### src/rtl/layer_stim_seq.sv
// Start / need_data sequencer for a conv layer top: programmable delays and pulse
// widths, multi-frame or continuous runs, round-robin request channels, back-pressure.
module layer_stim_seq #(
  parameter int unsigned START_DLY = 2,
  parameter int unsigned START_LEN = 1,
  parameter int unsigned REQ_NUM   = 2,
  parameter int unsigned REQ_LEN   = 1,
  parameter int unsigned REQ_GAP   = 10,
  parameter int unsigned FRAME_NUM = 1,
  parameter int unsigned CH_NUM    = 1,
  parameter int unsigned CNT_W     = 16
) (
  input  logic              clk,
  input  logic              rst,
  input  logic              en,
  input  logic              dut_busy,
  output logic              start,
  output logic [CH_NUM-1:0] need_data,
  output logic [15:0]       frame_idx,
  output logic [CNT_W-1:0]  req_idx,
  output logic              busy,
  output logic              done
);

  localparam int unsigned CH_W = (CH_NUM > 1) ? $clog2(CH_NUM) : 1;

  typedef enum logic [2:0] {
    S_IDLE, S_WAIT, S_START, S_GAP, S_REQ, S_FIN
  } state_t;

  state_t            r_state, w_state_nxt;
  logic [CNT_W-1:0]  r_cnt, w_cnt_nxt;
  logic [CH_W-1:0]   r_ch, w_ch_nxt, w_ch_inc;
  logic [15:0]       r_frame, w_frame_nxt, w_frame_inc;
  logic [CNT_W-1:0]  r_req, w_req_nxt, w_req_inc;
  logic              r_start, w_start_nxt;
  logic [CH_NUM-1:0] r_need, w_need_nxt, w_onehot;
  logic              r_busy, r_done, w_done_nxt;
  logic              w_cnt_last, w_last_req, w_more_frames;

  always_comb begin
    w_onehot = '0;
    for (int i = 0; i < int'(CH_NUM); i++) begin
      w_onehot[i] = (r_ch == CH_W'(i));
    end
  end

  assign w_cnt_last    = (r_cnt == CNT_W'(1));
  assign w_req_inc     = r_req + CNT_W'(1);
  assign w_last_req    = (w_req_inc == CNT_W'(REQ_NUM));
  assign w_frame_inc   = (r_frame == 16'hFFFF) ? r_frame : r_frame + 16'd1;
  assign w_more_frames = (FRAME_NUM == 0) || ((32'(r_frame) + 32'd1) < FRAME_NUM);
  assign w_ch_inc      = (r_ch == CH_W'(CH_NUM - 1)) ? '0 : r_ch + CH_W'(1);

  // Next state plus the registered-output values for the cycle after the edge
  always_comb begin
    w_state_nxt = r_state;
    w_cnt_nxt   = r_cnt;
    w_ch_nxt    = r_ch;
    w_frame_nxt = r_frame;
    w_req_nxt   = r_req;
    w_start_nxt = 1'b0;
    w_need_nxt  = '0;
    w_done_nxt  = 1'b0;

    unique case (r_state)
      S_IDLE: begin
        if (en) begin
          w_frame_nxt = '0;
          w_req_nxt   = '0;
          w_ch_nxt    = '0;
          if (START_DLY == 0) begin
            w_state_nxt = S_START;
            w_cnt_nxt   = CNT_W'(START_LEN);
            w_start_nxt = 1'b1;
          end else begin
            w_state_nxt = S_WAIT;
            w_cnt_nxt   = CNT_W'(START_DLY);
          end
        end
      end
      S_WAIT: begin
        if (w_cnt_last) begin
          w_state_nxt = S_START;
          w_cnt_nxt   = CNT_W'(START_LEN);
          w_start_nxt = 1'b1;
        end else begin
          w_cnt_nxt = r_cnt - CNT_W'(1);
        end
      end
      S_START: begin
        if (w_cnt_last) begin
          w_state_nxt = S_GAP;
          w_cnt_nxt   = CNT_W'(REQ_GAP);
        end else begin
          w_cnt_nxt   = r_cnt - CNT_W'(1);
          w_start_nxt = 1'b1;
        end
      end
      S_GAP: begin
        // Back-pressure only matters once the gap has fully elapsed
        if (w_cnt_last) begin
          if (!dut_busy) begin
            w_state_nxt = S_REQ;
            w_cnt_nxt   = CNT_W'(REQ_LEN);
            w_need_nxt  = w_onehot;
          end
        end else begin
          w_cnt_nxt = r_cnt - CNT_W'(1);
        end
      end
      S_REQ: begin
        if (w_cnt_last) begin
          w_ch_nxt  = w_ch_inc;
          w_req_nxt = w_req_inc;
          if (w_last_req) begin
            w_frame_nxt = w_frame_inc;
            if (w_more_frames) begin
              w_req_nxt   = '0;
              w_state_nxt = S_START;
              w_cnt_nxt   = CNT_W'(START_LEN);
              w_start_nxt = 1'b1;
            end else begin
              w_state_nxt = S_FIN;
              w_cnt_nxt   = '0;
              w_done_nxt  = 1'b1;
            end
          end else begin
            w_state_nxt = S_GAP;
            w_cnt_nxt   = CNT_W'(REQ_GAP);
          end
        end else begin
          w_cnt_nxt  = r_cnt - CNT_W'(1);
          w_need_nxt = w_onehot;
        end
      end
      S_FIN: begin
        w_state_nxt = S_IDLE;
      end
      default: begin
        w_state_nxt = S_IDLE;
      end
    endcase

    // Abort: indices are kept for debug, everything else drops
    if ((r_state != S_IDLE) && !en) begin
      w_state_nxt = S_IDLE;
      w_cnt_nxt   = '0;
      w_ch_nxt    = r_ch;
      w_frame_nxt = r_frame;
      w_req_nxt   = r_req;
      w_start_nxt = 1'b0;
      w_need_nxt  = '0;
      w_done_nxt  = 1'b0;
    end
  end

  always_ff @(posedge clk) begin
    if (!rst) begin
      r_state <= S_IDLE;
      r_cnt   <= '0;
      r_ch    <= '0;
      r_frame <= '0;
      r_req   <= '0;
      r_start <= 1'b0;
      r_need  <= '0;
      r_busy  <= 1'b0;
      r_done  <= 1'b0;
    end else begin
      r_state <= w_state_nxt;
      r_cnt   <= w_cnt_nxt;
      r_ch    <= w_ch_nxt;
      r_frame <= w_frame_nxt;
      r_req   <= w_req_nxt;
      r_start <= w_start_nxt;
      r_need  <= w_need_nxt;
      r_busy  <= (w_state_nxt != S_IDLE);
      r_done  <= w_done_nxt;
    end
  end

  assign start     = r_start;
  assign need_data = r_need;
  assign frame_idx = r_frame;
  assign req_idx   = r_req;
  assign busy      = r_busy;
  assign done      = r_done;

endmodule

### config.mk
export PLATFORM = sky130hd
export DESIGN_NAME = layer_stim_seq
export DESIGN_NICKNAME = d
export VERILOG_FILES = /design/src/rtl/layer_stim_seq.sv
export SDC_FILE = /design/constraint.sdc
export NUM_CORES = 1
export LEC_CHECK = 0
export BUFFER_PORTS_ARGS = -buffer_cell sky130_fd_sc_hd__buf_2
export CELL_PAD_IN_SITES_DETAIL_PLACEMENT = 1
export CELL_PAD_IN_SITES_GLOBAL_PLACEMENT = 1
export CORE_MARGIN = 4
export CORE_UTILIZATION = 35
export DETAILED_ROUTE_END_ITERATION = 6
export PLACE_DENSITY = 0.63
export RECOVER_POWER = 25
export SYNTH_ARGS = -nofsm -noshare
export SYNTH_HDL_FRONTEND = slang
export SYNTH_SLANG_ARGS = --single-unit
export TNS_END_PERCENT = 50
### constraint.sdc
create_clock -name clk -period 4.71 [get_ports clk]
set_clock_uncertainty 0.1 [all_clocks]
set_input_delay 0.471 -clock clk [delete_from_list [all_inputs] [get_ports clk]]
set_output_delay 0.471 -clock clk [all_outputs]
set_load 0.02 [all_outputs]
* After elaboration in Yosys (flattened, before gate mapping)
Index checks and enable logic that the tools add are counted.
Word-level totals: bits of input ports 4, register bits 56, output and inout port bits 36, word-level logic and storage cells 88
Operators by class: $add $sub $neg 5, bitwise gates (word level) 6, equality and inequality tests 12, reduce and logical (&&, ||, !) cells 12, $lt $le $gt $ge 1, multiplexer cells 43
Operator list (number):
- $mux 16 | 14
- $pmux 16 s5 | 1
- $pmux 16 s2 | 2
- $add 16x1->16 const B | 2
- $mux 3 | 9
- $add 16x1->17 const B | 1
- $lt 17x1->1 const B | 1
- $eq 16x1->1 const B | 1
- $eq 16x16->1 const B | 1
- $eq 16x2->1 const B | 1
- $sub 16x1->16 const B | 1
- $pmux 3 s5 | 1
- $mux 1 | 13
- $ne 2x2->1 const B | 4
- $eq 3x2->1 const B | 2
- $not 1->1 | 6
- $reduce_and 6->1 | 1
- $reduce_bool 3->1 | 2
- $reduce_bool 5->1 | 1
- $reduce_or 5->1 | 1
- $pmux 1 s2 | 2
- $reduce_and 4->1 | 1
- $eq 3x1->1 const B | 1
- $eq 3x3->1 const B | 1
- other kinds (9) | 9

* Depth between registers and ports, before layout
word-level depth 8, depth in mapped cells 10, mapped depth without buffers 8

* Worst setup path before layout
OpenSTA, ideal clock, no wires.
kind register to register, start reg r_req[0], in the netlist req_idx[0], end reg r_req[9], in the netlist req_idx[9], library setup time 0.114 ns, path buffers 1, slack 1.881 ns, stages on the path, launching flop included 10, required time 4.496 ns, arrival 2.615 ns, clock period less this slack 2.829 ns, cell sequence dfxtp_1 -> ha_1 -> nand3_1 -> nor3_2 -> a31oi_1 -> or3_1 -> nor4_4 -> buf_4 -> o31ai_1 -> a21o_1
Between the ends: longest elaborated chain between the ends 5, elaborated cells on any way between the ends 6, those cells by class add/sub: 1; eq/ne: 1; mux: 4
Ends and longest elaborated chain:
- from (decl) | RTL line 35 | logic [CNT_W-1:0] r_req, w_req_nxt, w_req_inc;
- from (signal assigned) | RTL line 174 | r_req <= w_req_nxt;
- $add 16x1->16 * | RTL line 49 | assign w_req_inc = r_req + CNT_W'(1);
- $eq 16x2->1 or $mux 16 (tied branches) | RTL line 50, 118
- $mux 16 * | RTL line 116 | if (w_last_req) begin
- $mux 16 * | RTL line 113 | if (w_cnt_last) begin
- $pmux 16 s2 * | RTL line 66 | unique case (r_state)
Every way passes the cells marked *; elsewhere a longest branch is shown, timed or not. The select of a mux whose other input is x is not followed. A chain may end at the register's enable or synchronous reset.

* Worst setup path in the final report
start reg r_req[0], in the netlist req_idx[0], end reg r_req[11], in the netlist req_idx[11]
Same word-level chain as after synthesis.

==> flow_metrics.tcl <==
set metrics [dict create \
    cts.path.max_buffers 2 \
    grt_pass1_wl_um 17310 \
    design.core.area_um2 9774 \
    min_to "r_state[1]" \
    critPathCaptureType "flip-flop" \
    utilization_pct 38.98 \
    holdPathStages 3 \
    finalSetupViolations 0 \
    cts_resized 0 \
    synth_warnings 0 \
    worst_pin_slew_ns 0.8888 \
    row_count 36 \
    numPortBuffers 39 \
    grt_remaining_overflow 0 \
    wl_per_cell_um 17.18 \
    synthDistinctLibCells 69 \
    final-hold-violation-count 0 \
    maxSlewHeadroom_pct 40.30 \
    period_share_pct 71.48 \
    hp-start "dut_busy" \
    synth-edff-count 0 \
    holdCritPathClass "input pin to flip-flop" \
    vias 3395 \
    routed_wl_um 10410 \
    grt_max_degree 18 \
    start_util_pct 35.92 \
    crit_type "flip-flop to flip-flop" \
    via_per_inst 5.602 \
    grt_pass1_vias 3416 \
    syn_area_per_cell_um2 7.767 \
    die_height_um 108.2 \
    grt_use_total_pct 18.28 \
    ys_seq_area_share_pct 31.36 \
    hpwl_um 7539 \
    timing.rr.start "req_idx[0]" \
    vdd_drop_max_mv 0.1367 \
    cts_hold_buf 0 \
    syn_to_final_growth_pct 8.517 \
    clk_latency_ns 0.32 \
    reg2reg_depth 8 \
    cts_setup_buffers 0 \
    status "complete, no violations" \
    clk_pin_slew_ns 0.11 \
    num_antenna_cells 0 \
    antenna_found_initial 0 \
    max_freq_mhz 297.0 \
    place.gp.congestion 0.8184 \
    cts_sinks 55 \
    die_width_um 108.2 \
    r2r-end "req_idx[11]" \
    synth-seq-cells 55 \
    powerDensity_nw_per_um2 250.8 \
    path_cells "ha_1 > nand3_1 > nor3_2 > a31oi_1 > or3_1 > nor4_4 > o31ai_1 > a21o_1" \
    h-tree-depth 2 \
    syn-num-nets 461 \
    dr.pass1.iters 4 \
    start_kind "flip-flop" \
    syn_area_um2 3511 \
    r2r_setup_slack_ns 1.34 \
    slowest_delay_ns 0.80 \
    cts_root_buffer "clkbuf_8" \
    period_needed_ns 3.367 \
    ant_nets 0 \
    syn_inst 452 \
    drtIter0Drc 86 \
    maxCapViolations 0 \
    cts_tree "yes" \
    crit_arrival_ns 3.49 \
    io_pins 40 \
    slowest_stage "nor4_4" \
    rsz0062_at_grt "no" \
    dpl.cell_count 598 \
    setup_tns_ns 0 \
    synthArstFlopShare_pct 0 \
    drc 0 \
    cts_made_buffers 5 \
    nets 481 \
    cp_max_fo 16 \
    slew_violations 0 \
    instances_no_fill 606 \
    ys.flop_type "dfxtp_1" \
    leakage_uw 0.001440 \
    required_ns 4.83 \
    drive_gt1_share_pct 9.302 \
    die-area_um2 11700 \
]
[synthesized netlist by cell type (all sizes together), types with 12 or more instances]
library cell | count | area [um2]
dfxtp | 55 | 1101
nor2 | 47 | 176.4
nand2 | 37 | 148.9
a21oi | 28 | 140.1
o21ai | 28 | 140.1
nand3 | 22 | 115.1
clkbuf | 19 | 71.32
nor3 | 19 | 100.1
a21o | 17 | 127.6
or3 | 16 | 100.1
inv | 12 | 45.04
nand4 | 12 | 96.34
nor4 | 12 | 105.1
xnor2 | 12 | 105.1
[registers in the layout (all words and copies together) (netlist names)]
signal / flops
frame_idx: 16
r_cnt: 16
req_idx: 16
r_state: 3
busy: 1
done: 1
need_data: 1
start: 1
[routing by layer]
layer  vias up  track usage (%)  wire length (um)
met3         6            2.209               172
met5         -                0                 0
met2        26            31.93              5063
li1       1690                -                 -
met4         0            3.877                82
met1      1673            24.20              5092
[critical path, delay by kind of cell, from the launching register on]
family | cells | cell delay (ns)
compound gates | 3 | 0.56
flops | 1 | 0.52
simple gates | 4 | 1.78
fa+ha+maj | 1 | 0.31
[how the worst max path moves through the flow]
stage	from	end	slack, ns	cells past startpoint
finish	req_idx[0]	req_idx[11]	1.34	8
global route	req_idx[0]	req_idx[11]	1.03	8
CTS	req_idx[0]	req_idx[10]	1.37	8
detailed placement	req_idx[0]	req_idx[10]	1.40	8
global placement	req_idx[0]	req_idx[11]	1.56	8
floorplan	req_idx[0]	req_idx[9]	1.88	9
[layout by cell type (no fill, tap or decap), types with 3 or more instances in the layout]
cell type,synthesis,final
o21ai_0,27,27
or3_1,16,16
nand2b_1,7,7
o31ai_1,7,7
inv_1,12,12
and2_1,3,3
a211o_1,4,4
clkbuf_8,0,5
and3_1,6,6
a31oi_1,8,8
xnor2_1,12,12
a21oi_1,28,28
nor3_1,18,18
nand3_1,21,21
a22o_1,3,3
buf_2,5,17
a311oi_1,3,3
dfxtp_1,55,55
xor2_1,10,10
ha_1,5,5
nor2b_1,3,3
clkbuf_1,19,22
nor4_1,10,10
nor2_1,47,47
or2_2,5,5
nor4b_1,4,4
nand4_1,10,10
a21o_1,17,17
clkinv_2,0,3
nand2_1,35,35
[metrics by stage]
stage	area [um2]	setup WS, ns	hold slack, ns	power [uW]
floorplan	3511	1.881	0.3485	650.1
global placement	3754	1.564	0.3672	688.4
detailed placement	3754	1.401	0.3763	695.2
CTS	3837	1.373	0.3242	969.1
global route	3810	1.027	0.3636	1007
finish	3810	1.343	0.3302	955.6
[power breakdown]
part           switching [uW]  internal, uW  leakage [uW]
logic                     109          69.1      0.000947
registers                22.8           483      0.000445
clock network             169           103     0.0000477
[cells by family after synthesis]
| logic type | synth area share [%] |
|---|---|
| buffers and inverters | 4.882 |
| and+or+nand+nor | 33.29 |
| AOI/OAI and AO/OA | 22.31 |
| xor gates and xnor gates | 5.488 |
| adders and majority gates | 1.782 |
| DFF | 31.36 |
| muxes | 0.8909 |
[final cells by class]
class	instances	area [um2]
fill	1240	5964
multi-input combinational	358	2238
sequential	55	1101
timing repair buffer	40	175.2
tap	133	166.4
clock buffer	5	68.82
inverter	12	45.04
clock inverter	3	15.01
Power figures use the tool's default switching activity.
